<file path="src/rtl/video_stream_mux.sv">
// Frame-aligned Avalon-ST video input selector with an Avalon-MM control slave.
// One sink channel is forwarded through a small FIFO; channel changes take effect only between frames.
module video_stream_mux #(
  parameter int NUM_CH     = 2,
  parameter int DATA_W     = 16,
  parameter int FIFO_DEPTH = 4
) (
  input  logic                     clk,
  input  logic                     reset,
  input  logic                     chipselect,
  input  logic [1:0]               address,
  input  logic                     write,
  input  logic [31:0]              writedata,
  input  logic                     read,
  output logic [31:0]              readdata,
  input  logic [NUM_CH-1:0]        valid_in,
  output logic [NUM_CH-1:0]        ready_out,
  input  logic [NUM_CH*DATA_W-1:0] data_in,
  input  logic [NUM_CH-1:0]        startofpacket_in,
  input  logic [NUM_CH-1:0]        endofpacket_in,
  output logic                     valid_out,
  input  logic                     ready_in,
  output logic [DATA_W-1:0]        data_out,
  output logic                     startofpacket_out,
  output logic                     endofpacket_out
);

  localparam int CH_W  = (NUM_CH > 1) ? $clog2(NUM_CH) : 1;
  localparam int PTR_W = $clog2(FIFO_DEPTH);
  localparam int ENT_W = DATA_W + 2;
  localparam logic [3:0]     NUM_CH_L = 4'(NUM_CH);
  localparam logic [PTR_W:0] DEPTH_L  = (PTR_W + 1)'(FIFO_DEPTH);

  typedef enum logic {IDLE = 1'b0, PASS = 1'b1} state_t;

  state_t              state_r, state_next_s;
  logic [CH_W-1:0]     active_r;
  logic [3:0]          sel_r;
  logic                drop_r, enable_r, bad_sel_r, run_r;
  logic [31:0]         frame_cnt_r, readdata_r;
  logic [ENT_W-1:0]    mem_r [FIFO_DEPTH];
  logic [PTR_W:0]      wr_ptr_r, rd_ptr_r, count_s;
  logic                full_s, empty_s, push_s, pop_s, acc_s, load_s, sel_ready_s;
  logic                valid_a_s, sop_a_s, eop_a_s, wr_s, rd_s, pending_s;
  logic [DATA_W-1:0]   data_a_s;
  logic [ENT_W-1:0]    head_s;
  logic [3:0]          active_ext_s;

  assign count_s      = wr_ptr_r - rd_ptr_r;
  assign full_s       = (count_s == DEPTH_L);
  assign empty_s      = (count_s == {(PTR_W + 1){1'b0}});
  assign valid_a_s    = valid_in[active_r];
  assign sop_a_s      = startofpacket_in[active_r];
  assign eop_a_s      = endofpacket_in[active_r];
  assign data_a_s     = data_in[active_r*DATA_W +: DATA_W];
  assign head_s       = mem_r[rd_ptr_r[PTR_W-1:0]];
  assign acc_s        = valid_a_s & sel_ready_s;
  assign pop_s        = ~empty_s & ready_in;
  assign wr_s         = chipselect & write;
  assign rd_s         = chipselect & read;
  assign active_ext_s = 4'(active_r);
  assign pending_s    = (sel_r != active_ext_s);
  assign readdata     = readdata_r;

  // Ready of the selected channel; run_r keeps every ready low until the first clock after reset
  always_comb begin
    sel_ready_s = 1'b0;
    if (!run_r) begin
      sel_ready_s = 1'b0;
    end else if (state_r == PASS) begin
      sel_ready_s = ~full_s;
    end else begin
      sel_ready_s = enable_r & ~full_s;
    end
  end

  // Per-channel ready: selected channel follows the FSM, others accept-and-drop or stall
  always_comb begin
    ready_out = {NUM_CH{1'b0}};
    for (int k = 0; k < NUM_CH; k++) begin
      if (CH_W'(k) == active_r) begin
        ready_out[k] = sel_ready_s;
      end else begin
        ready_out[k] = drop_r & run_r;
      end
    end
  end

  // Frame FSM next state and push decision; beats outside a frame are discarded until an SOP
  always_comb begin
    state_next_s = state_r;
    push_s       = 1'b0;
    case (state_r)
      IDLE: begin
        if (acc_s && sop_a_s && enable_r) begin
          push_s       = 1'b1;
          state_next_s = eop_a_s ? IDLE : PASS;
        end else begin
          state_next_s = IDLE;
        end
      end
      PASS: begin
        if (acc_s) begin
          push_s       = 1'b1;
          state_next_s = eop_a_s ? IDLE : PASS;
        end else begin
          state_next_s = PASS;
        end
      end
      default: state_next_s = IDLE;
    endcase
  end

  assign load_s = (state_next_s == IDLE);

  // FSM state, active channel (reloaded whenever the next cycle is between frames)
  always_ff @(posedge clk or negedge reset) begin
    if (!reset) begin
      state_r  <= IDLE;
      active_r <= {CH_W{1'b0}};
      run_r    <= 1'b0;
    end else begin
      state_r <= state_next_s;
      run_r   <= 1'b1;
      if (load_s) active_r <= sel_r[CH_W-1:0];
    end
  end

  // Control register and bad_sel sticky flag
  always_ff @(posedge clk or negedge reset) begin
    if (!reset) begin
      sel_r     <= 4'd0;
      drop_r    <= 1'b0;
      enable_r  <= 1'b1;
      bad_sel_r <= 1'b0;
    end else if (wr_s && address == 2'd0) begin
      drop_r   <= writedata[8];
      enable_r <= writedata[31];
      if (writedata[3:0] < NUM_CH_L) sel_r <= writedata[3:0];
      else bad_sel_r <= 1'b1;
    end else if (wr_s && address == 2'd1) begin
      bad_sel_r <= 1'b0;
    end
  end

  // Frame counter: counts EOP beats leaving the source; a CSR write takes priority
  always_ff @(posedge clk or negedge reset) begin
    if (!reset) begin
      frame_cnt_r <= 32'd0;
    end else if (wr_s && address == 2'd2) begin
      frame_cnt_r <= 32'd0;
    end else if (pop_s && head_s[DATA_W]) begin
      frame_cnt_r <= frame_cnt_r + 32'd1;
    end
  end

  // FIFO pointers; one spare bit distinguishes full from empty
  always_ff @(posedge clk or negedge reset) begin
    if (!reset) begin
      wr_ptr_r <= {(PTR_W + 1){1'b0}};
      rd_ptr_r <= {(PTR_W + 1){1'b0}};
    end else begin
      if (push_s) wr_ptr_r <= wr_ptr_r + 1'b1;
      if (pop_s)  rd_ptr_r <= rd_ptr_r + 1'b1;
    end
  end

  // FIFO storage {sop, eop, data}; contents are don't-care while empty
  always_ff @(posedge clk) begin
    if (push_s) mem_r[wr_ptr_r[PTR_W-1:0]] <= {sop_a_s, eop_a_s, data_a_s};
  end

  // Registered read port, latency 1
  always_ff @(posedge clk or negedge reset) begin
    if (!reset) begin
      readdata_r <= 32'd0;
    end else if (rd_s) begin
      case (address)
        2'd0:    readdata_r <= {enable_r, 22'd0, drop_r, 4'd0, sel_r};
        2'd1:    readdata_r <= {21'd0, bad_sel_r, pending_s, (state_r == PASS), 4'd0, active_ext_s};
        2'd2:    readdata_r <= frame_cnt_r;
        2'd3:    readdata_r <= 32'(count_s);
        default: readdata_r <= 32'd0;
      endcase
    end
  end

  // Source port shows the FIFO head, forced to zero while empty
  always_comb begin
    valid_out = ~empty_s;
    if (empty_s) begin
      data_out          = {DATA_W{1'b0}};
      startofpacket_out = 1'b0;
      endofpacket_out   = 1'b0;
    end else begin
      data_out          = head_s[DATA_W-1:0];
      startofpacket_out = head_s[DATA_W+1];
      endofpacket_out   = head_s[DATA_W];
    end
  end

endmodule

</file>
<file path="config.mk">
export PLATFORM = sky130hd
export DESIGN_NAME = video_stream_mux
export DESIGN_NICKNAME = d
export VERILOG_FILES = /design/src/rtl/video_stream_mux.sv
export SDC_FILE = /design/constraint.sdc
export NUM_CORES = 1
export LEC_CHECK = 0
export CAP_MARGIN = 25
export CORE_AREA = 2 2 113 115
export DETAILED_ROUTE_END_ITERATION = 6
export DIE_AREA = 0 0 115 117
export HOLD_SLACK_MARGIN = 0.02
export PLACE_DENSITY_LB_ADDON = 0.25
export SKIP_LAST_GASP = 1
export SYNTH_ARGS = -nofsm -noshare
export SYNTH_HDL_FRONTEND = slang
export SYNTH_SLANG_ARGS = --single-unit
</file>
<file path="constraint.sdc">
create_clock -name clk -period 6.5 [get_ports clk]
set_input_delay 1.625 -clock clk [delete_from_list [all_inputs] [get_ports clk]]
set_output_delay 1.625 -clock clk [all_outputs]
set_load 0.03 [all_outputs]
</file>
# Word level (Yosys, flattened, before mapping)

Memories as Yosys holds them, arrays and structs flattened.
Cells that the tools add are included.

Register bits: 80
Latch bits: 0
Bits in writable memories: 72
Bits in read-only memories: 0
Bits of input ports: 78
Output and inout port bits: 53
Word-level logic and storage cells: 74
Memories: 1

$add $sub $neg: 4
Multiply operators: 0
Divide/modulo/power cells: 0
Order comparisons: 2
Eq/ne operators: 6
Shift-type cells: 1
Mux-type cells: 28
Bitwise gates (word level): 9
Reductions and logical operators: 12

Memories:

| memory | depth | bits a word | rd ports | clocked after memory_dff | write ports | RTL line | source |
|---|---|---|---|---|---|---|---|
| mem_r  | 4     | 18          | 1        | 0                        | 1           | 41       | `logic [ENT_W-1:0] mem_r [FIFO_DEPTH];` |

Operators with widths:

| cell                                                                          | number |
|---|---|
| 32-bit one-hot mux with 4 select lines                                        | 1 |
| 32-bit two-way mux                                                            | 2 |
| 32-bit by 1-bit adder with 32-bit output (second input constant)              | 1 |
| 32-bit by 6-bit indexed part select with 16-bit output                        | 1 |
| 1-bit two-way mux                                                             | 22 |
| 16-bit two-way mux                                                            | 1 |
| 3-bit by 1-bit adder with 3-bit output (second input constant)                | 2 |
| 1-bit AND                                                                     | 6 |
| 1-bit logical AND                                                             | 6 |
| 2-bit equality test (second input constant)                                   | 2 |
| 4-bit by 2-bit less-than comparator with 1-bit output (second input constant) | 1 |
| 4-bit by 1-bit != test with 1-bit output                                      | 1 |
| 1-bit one-hot mux with 2 select lines                                         | 2 |
| 2-bit AND reduction                                                           | 2 |
| 2-bit nonzero test                                                            | 2 |
| 3-bit equality test (second input constant)                                   | 1 |
| 3-bit logical NOT                                                             | 1 |
| 1-bit inverter                                                                | 3 |
| 3-bit subtractor                                                              | 1 |
| 2-bit by 1-bit equality test with 1-bit output (second input constant)        | 1 |
| 2-bit logical NOT                                                             | 1 |
| 1-bit by 2-bit less-than comparator with 1-bit output (second input constant) | 1 |
| 2-bit != test (second input constant)                                         | 1 |

# Longest topological paths before layout

Gate-level depths: netlist (run 1).

Depth in word-level cells: 13
Depth in mapped cells: 9
Gate-level depth less buffers: 8

# Least setup slack after synthesis (run 1)

Ideal clock, no wire load.

Path kind: register -> output
Start point: register wr_ptr_r[0]
End point: output port data_out[10]
Arrival: 2.198 ns
Required time: 4.875 ns
Slack: 2.677 ns
Stages on the path, launching flop included: 8
Cell sequence: dfrtp_1 -> inv_1 -> ha_1 -> fa_1 -> xor3_2 -> or2_2 -> clkbuf_1 -> and2_1

Cells in the longest elaborated chain, start to end: 3

RTL lines:

| what                   | RTL line | source |
|---|---|---|
| start, declared        | 42       | `logic [PTR_W:0] wr_ptr_r, rd_ptr_r, count_s;` |
| start signal, assigned | 160      | `wr_ptr_r <= {(PTR_W + 1){1'b0}};` |
| start signal, assigned | 163      | `if (push_s) wr_ptr_r <= wr_ptr_r + 1'b1;` |
| 3-bit subtractor       | 49       | `assign count_s = wr_ptr_r - rd_ptr_r;` |
| 3-bit logical NOT      | 51       | `assign empty_s = (count_s == {(PTR_W + 1){1'b0}});` |
| 16-bit two-way mux     | 191      | `if (empty_s) begin` |
| end, declared          | 23       | `output logic [DATA_W-1:0] data_out,` |

No other way between the ends.

# Worst setup path in the final report (run 1)

Start point: register rd_ptr_r[1]
End point: output port startofpacket_out

Cells in the longest elaborated chain, start to end: 3

RTL lines:

| what                   | RTL line | source |
|---|---|---|
| start, declared        | 42       |  |
| start signal, assigned | 161      | `rd_ptr_r <= {(PTR_W + 1){1'b0}};` |
| start signal, assigned | 164      | `if (pop_s) rd_ptr_r <= rd_ptr_r + 1'b1;` |
| 3-bit subtractor       | 49       |  |
| 3-bit logical NOT      | 51       |  |
| 1-bit two-way mux (*)  | 191      |  |
| end, declared          | 24       | `output logic startofpacket_out,` |

Mark *: on every way between the ends. The rest lies on a longest branch, timed or not.

==> impl_results.md, run 1 <==
- Vias in the first global route: 4408
- PD cells: 413 nW/um^2
- Number of flops mapped to enable cells by yosys: 72
- Clk sink count: 152
- Main synth FF type: dfrtp_1
- Final wirelength: 14.0 mm
- Worst skew pair latency: 0.41 ns
- Vias: 4371
- Io pins: 131
- Clock skew: 0.00745 ns
- RD Place Congestion: 0.777
- Post-CTS Resized: 0
- Number of distinct library cells after synthesis: 48
- Netlist Area Pre-Place: 6720 um^2
- First-pass iteration count of the detailed router: 4
- Ys async rst share: 52.6%
- DP Area: 7870 um^2
- HPWL after DPL: 8.94 mm
- FF-to-FF setup slack: 2.81 ns
- Most frequent cells in the layout: clkdlybuf4s50_1 (103), dfrtp_1 (79), edfxtp_1 (72), nor2_1 (30), and2_1 (26)
- Total Power: 3500 uW
- Die area: 13500 um^2
- Avg Synthesized Cell Area: 13.8 um^2
- Setup violations, final: 0
- Reg2reg path depth: 5
- CP endpoint: startofpacket_out
- Worst path arrival time: 3.41 ns
- Initial antenna violation count: 0
- Post-layout minimum cycle time: 5.03 ns
- CTS tree: yes
- Top sig layer: met4
- Total congestion overflow: 0
- Vias per inst: 5.81
- R2r endpoint: mem_r[0][4]
- Wl on met1: 5.93 mm
- # port buffers: 104
- Worst reg2reg startpoint: rd_ptr_r[1]
- Largest net degree at the start of global routing: 81
- H-tree level count: 4
- Residual DRC: 0
- Clock transition at path regs: 0.06 ns
- Starting Density: 54.6%
- Most common cell after layout, fill and taps aside: clkdlybuf4s50_1
- Sum of negative setup slack: 0 ns
- Yosys warning total: 0
- Core region area: 12300 um^2
- Register bit total from synthesis: 152
- MaxCap Viol Count: 0
- Status: finished clean
- Worst-case clock buffer depth: 2
- Post-CTS Setup Inserts: 0
- Final Core Density: 68.9%
- Post-synthesis compound-gate area fraction: 7.62%
- Syn-to-layout area delta: 26.2%
- CTS root buffer: clkbuf_16
- Global-route wire length before repair: 22.3 mm
- Chip width: 115 um
- Final worst path period share: 77.4%
- Yosys top cell by area: edfxtp_1
- Worst Setup Start Kind: register
- Top cell type's share of synthesized area: 32.2%
- RSZ-0062 raised after global routing: false
- Hold Fails Final Rpt: 0
- Crit Path Class: register to output pin
- Net Count, Synth: 573
- Cts hold-fix bufs: 0
- Diodes inserted: 0
- Part of the Yosys area used for sequential elements: 62.0%
- Wire per inst: 18.6 um
- Post-route design area: 8480 um^2
- # fillers: 897
- Gr usage total: 21.8%
- Wire length on met3: 739 um
- Area of the multi-input gates: 2410 um^2
- XOR/XNOR Fraction of Synth Area: 3.50%
- Largest family of logic cells by synthesized area: simple AND/OR/NAND/NOR gates
- Critical Path Fanout Max: 21
- F_max: 0.199 GHz
- Sequential cell area: 4170 um^2
- Iteration-0 DRC Markers: 269
- Post-synthesis simple-gate area fraction: 11.6%
- Layout cell share with drive strength beyond 1: 13.8%
- Vert. Die Dim: 117 um
- Remaining antenna violation count: 0
- Data required, critical path: 4.88 ns
- Ranking of synthesized cells by area: edfxtp_1 (32%), dfrtp_1 (29%), mux4_2 (5.0%)
- Origin of the worst setup path: rd_ptr_r[1]
- Total CTS buffers: 17
- Tightest Pin Transition: 1.02 ns
- Leak Pwr: 0.00325 uW
- Post-synthesis mux area share: 11.5%
- Maximum VDD drop: 0.169 mV
- Hold Path Class: register to register
- Row cnt: 41
- Nets@finish: 676
- Final Slew Violations: 0
- Met2 WL: 7.18 mm
- Crit. End Element: output pin
- Relative slew margins: 32.3%
- Synth Area in Adders: 1.60%
- Cells after Synth: 487
## where the power goes
| part | switching, uW | internal, uW | total [uW] |
|---|---|---|---|
| Sequential | 87.0 | 1140 | 1230 |
| Clock | 374 | 597 | 970 |
| Combinational | 717 | 589 | 1310 |
| Total | 1180 | 2330 | 3500 |
## cell usage after synthesis (2+ instances only)
| master | number |
|---|---|
| a21oi_1 | 18 |
| a22o_1 | 24 |
| a22oi_1 | 2 |
| and2_1 | 26 |
| and3_1 | 2 |
| and4_1 | 5 |
| buf_1 | 4 |
| buf_6 | 2 |
| clkbuf_1 | 18 |
| clkbuf_2 | 2 |
| dfrtp_1 | 79 |
| edfxtp_1 | 72 |
| ha_1 | 7 |
| inv_1 | 7 |
| mux2_2 | 23 |
| mux2i_1 | 7 |
| mux4_1 | 4 |
| mux4_2 | 15 |
| nand2_1 | 24 |
| nand2b_1 | 2 |
| nand3_1 | 16 |
| nand4_1 | 4 |
| nor2_1 | 31 |
| nor2b_1 | 2 |
| nor3_1 | 5 |
| nor4_1 | 7 |
| o21a_1 | 3 |
| o21ai_0 | 18 |
| o31ai_1 | 3 |
| or3_1 | 12 |
| or4_1 | 3 |
| or4_4 | 2 |
| xnor2_1 | 20 |
| xor2_1 | 4 |
## final cells by class
type	count	share of cell area [%]
Sequential cell	152	49.1
Multi-Input combinational cell	302	28.5
Timing Repair Buffer	110	13.0
Clock buffer	17	5.02
Tap cell	150	2.21
Clock inverter	14	1.86
Inverter	7	0.310
## stage by stage
| step | cells | hold WS (ns) | worst slack, ns |
|---|---|---|---|
| finish | 752 | 0.480 | 1.47 |
| detailed placement | 720 | 0.471 | 1.86 |
| global placement | 720 | 0.468 | 1.85 |
| floorplan | 487 | 0.447 | 2.68 |
| CTS | 751 | 0.481 | 1.39 |
| global route | 752 | 0.511 | 1.25 |
## sequential cells by signal, indices dropped and copies added (netlist names)
register / flops
readdata: 32
active_r: 1
mem_r: 72
enable_r: 1
state_r: 1
frame_cnt_r: 32
sel_r: 4
run_r: 1
bad_sel_r: 1
wr_ptr_r: 3
rd_ptr_r: 3
drop_r: 1
## worst max-delay path, stage by stage (launching register included)
cell             delay [ns]
dfrtp_1                0.95
fa_1                   0.62
nand2_1                0.17
or2_2                  0.36
and2_1                 0.21
clkdlybuf4s50_1        0.67
## worst min-delay path by stage
stage                startpoint           to  slack [ns]  depth (start not counted)
detailed placement  readdata[2]  readdata[2]        0.47                          2
floorplan           rd_ptr_r[2]  rd_ptr_r[2]        0.45                          1
global placement    rd_ptr_r[2]  rd_ptr_r[2]        0.47                          1
global route        rd_ptr_r[2]  rd_ptr_r[2]        0.51                          1
finish              rd_ptr_r[2]  rd_ptr_r[2]        0.48                          1
CTS                 rd_ptr_r[2]  rd_ptr_r[2]        0.48                          1
## per-layer routing
layer,track usage (%),vias up
met5,0,-
met4,6.35,0
met3,5.72,11
met2,37.2,126
met1,28.0,2201
li1,-,2033
## kinds of logic after synthesis
family | Yosys count
DFF | 152
and+or+nand+nor | 145
AOI/OAI and AO/OA | 74
muxes | 49
buffers and inverters | 33
xor gates and xnor gates | 25
adders and majority gates | 8
other | 1
Power figures use the tool's default switching activity.
==> inputs of run 2 (changes only) <==
--- a/config.mk
+++ b/config.mk
@@ -6,9 +6,9 @@
 export NUM_CORES = 1
 export LEC_CHECK = 0
 export CAP_MARGIN = 25
-export CORE_AREA = 2 2 113 115
+export CORE_AREA = 2 2 117 119
 export DETAILED_ROUTE_END_ITERATION = 6
-export DIE_AREA = 0 0 115 117
+export DIE_AREA = 0 0 119 121
 export HOLD_SLACK_MARGIN = 0.02
 export PLACE_DENSITY_LB_ADDON = 0.25
 export SKIP_LAST_GASP = 1
==> constraint.sdc (replaced) <==
create_clock -name clk -period 5.2 [get_ports clk]
set_input_delay 1.3 -clock clk [delete_from_list [all_inputs] [get_ports clk]]
set_output_delay 1.3 -clock clk [all_outputs]
set_load 0.03 [all_outputs]
==> impl_results.md, run 2 (synthesis results as in run 1) <==
- Post-layout minimum cycle time: 4.42 ns
- Finished Layout Cells: 781
- Status: finished clean
- CTS root buffer: clkbuf_16
- Core region area: 13100 um^2
- Post-route design area: 8530 um^2
- Chip width: 119 um
- Worst-case clock buffer depth: 2
- Post-CTS Setup Inserts: 0
- Vias per inst: 5.60
- Vert. Die Dim: 121 um
- Iteration-0 DRC Markers: 215
- Starting Density: 51.3%
- Vias: 4372
- Diodes inserted: 0
- Total congestion overflow: 0
- RD Place Congestion: 0.785
- Post-CTS Resized: 0
- Most frequent cells in the layout: clkdlybuf4s50_1 (103), dfrtp_1 (79), edfxtp_1 (72), nor2_1 (31), and2_1 (26)
- F_max: 0.226 GHz
- CP max stage delay: 0.60 ns
- Comb power frac: 38.0%
- Clock transition at path regs: 0.06 ns
- Switching pwr: 1480 uW
- Setup violations, final: 0
- Io pins: 131
- Maximum VDD drop: 0.288 mV
- Crit. End Element: output pin
- Most common cell after layout, fill and taps aside: clkdlybuf4s50_1
- Leak Pwr: 0.00327 uW
- Hold Fails Final Rpt: 0
- Placed instance count: 748
- Critical Path Fanout Max: 21
- PD cells: 516 nW/um^2
- Clock group share of total power: 27.6%
- Final Slew Violations: 0
- Sum of negative setup slack: 0 ns
- Clock skew: 0.00689 ns
- DP Area: 7910 um^2
- HPWL after DPL: 9.41 mm
- Tightest Pin Transition: 0.989 ns
- MaxCap Viol Count: 0
- First-pass iteration count of the detailed router: 4
- H-tree level count: 4
- Total CTS buffers: 17
- Final worst path period share: 85.0%
- Syn-to-layout area delta: 27.0%
- Switching Share: 33.7%
- Slowest CP cell: clkdlybuf4s50_1
- Remaining antenna violation count: 0
- Pint: 2920 uW
- Crit-path leading delay family: simple AND/OR/NAND/NOR gates
- Global-route wire length before repair: 23.2 mm
- CTS tree: yes
- Layout cell share with drive strength beyond 1: 13.6%
- Total Power: 4400 uW
- Data required, critical path: 3.90 ns
- Worst path arrival time: 3.12 ns
- Crit path cell chain: inv_1, ha_1, fa_1, nand2_1, or2_2, and2_1, clkdlybuf4s50_1
- Gr usage total: 21.0%
- Final wirelength: 14.2 mm
- Cts hold-fix bufs: 0
- Crit Path Class: register to output pin
- RSZ-0062 raised after global routing: false
- Die area: 14400 um^2
- Fraction of power consumed by sequential logic: 34.3%
- CP Buf/Inv Count: 2
- Residual DRC: 0
- Wire per inst: 18.2 um
- Nets@finish: 678
- Relative slew margins: 34.1%
- Initial antenna violation count: 0
- Largest net degree at the start of global routing: 81
- Vias in the first global route: 4544
- Row cnt: 42
- Max FFs per register: 72
- Worst Setup Start Kind: register
- Worst skew pair latency: 0.42 ns
- Clk sink count: 152
- # port buffers: 104
- Hold Path Class: register to register
-- run 2: changes by cell type in the layout (fill, tap and decap cells not counted) --
cell	previous run	this run
nor2_1	30	31
inv_6	1	0
clkinv_1	1	0
clkinvlp_4	4	1
clkinv_4	0	1
clkbuf_1	0	4
clkbuf_16	17	19
bufinv_16	3	1
nor2_2	1	0
clkinv_2	5	3
buf_4	6	8
clkbuf_8	0	3
-- run 2: through the flow --
stage,worst slack (ns),hold slack [ns],utilization [%]
final,0.781,0.487,65.2
after global routing,0.641,0.518,65.2
after CTS,0.750,0.483,65.0
after detailed placement,1.22,0.472,60.5
after global placement,1.24,0.471,60.5
after floorplan,1.70,0.447,-
-- run 2: path summary, 6_finish.rpt --
check	slack, ns	depth (start not counted)	start	to
max	0.78	7	wr_ptr_r[0]	startofpacket_out
min	0.49	1	rd_ptr_r[2]	rd_ptr_r[2]
max reg2reg	1.80	7	wr_ptr_r[0]	mem_r[1][1]
min reg2reg	0.49	1	rd_ptr_r[2]	rd_ptr_r[2]
max in group asynchronous	3.89	2	reset	enable_r
min in group asynchronous	0.70	1	reset	frame_cnt_r[16]
-- run 2: area by class of cell --
type	count	area [um^2]
sequential	152	4170
clock buffer	26	532
timing repair buffer	112	1120
inverter	7	26.3
clock inverter	6	61.3
multi-input combinational	302	2410
tap	176	220
fill	936	4550
-- run 2: routing by layer --
metal	share of wire (%)	wire [um]	vias up	GRT usage, %
li1	-	-	2029	-
met1	43	6120	2183	25.5
met2	49	7040	125	35.5
met3	4.2	598	35	4.61
met4	3.4	490	0	10.7
met5	0	0	-	0
-- run 2: worst register-to-register path: cells and delay by family, from the launching register on --
kind | cells | cell delay (ns)
compound gates | 2 | 0.83
simple gates | 1 | 0.83
fa+ha+maj | 2 | 0.59
flops | 1 | 0.38
xor+xnor | 1 | 0.30
buf+inv | 1 | 0.11
-- run 2: power groups by stage --
stage	Combinational, uW	Sequential (uW)	Clock (uW)
after floorplan	1080	1540	0
after global placement	1660	1520	0
after detailed placement	1690	1530	0
after CTS	1700	1510	1230
after global routing	1800	1520	1280
final	1670	1510	1220
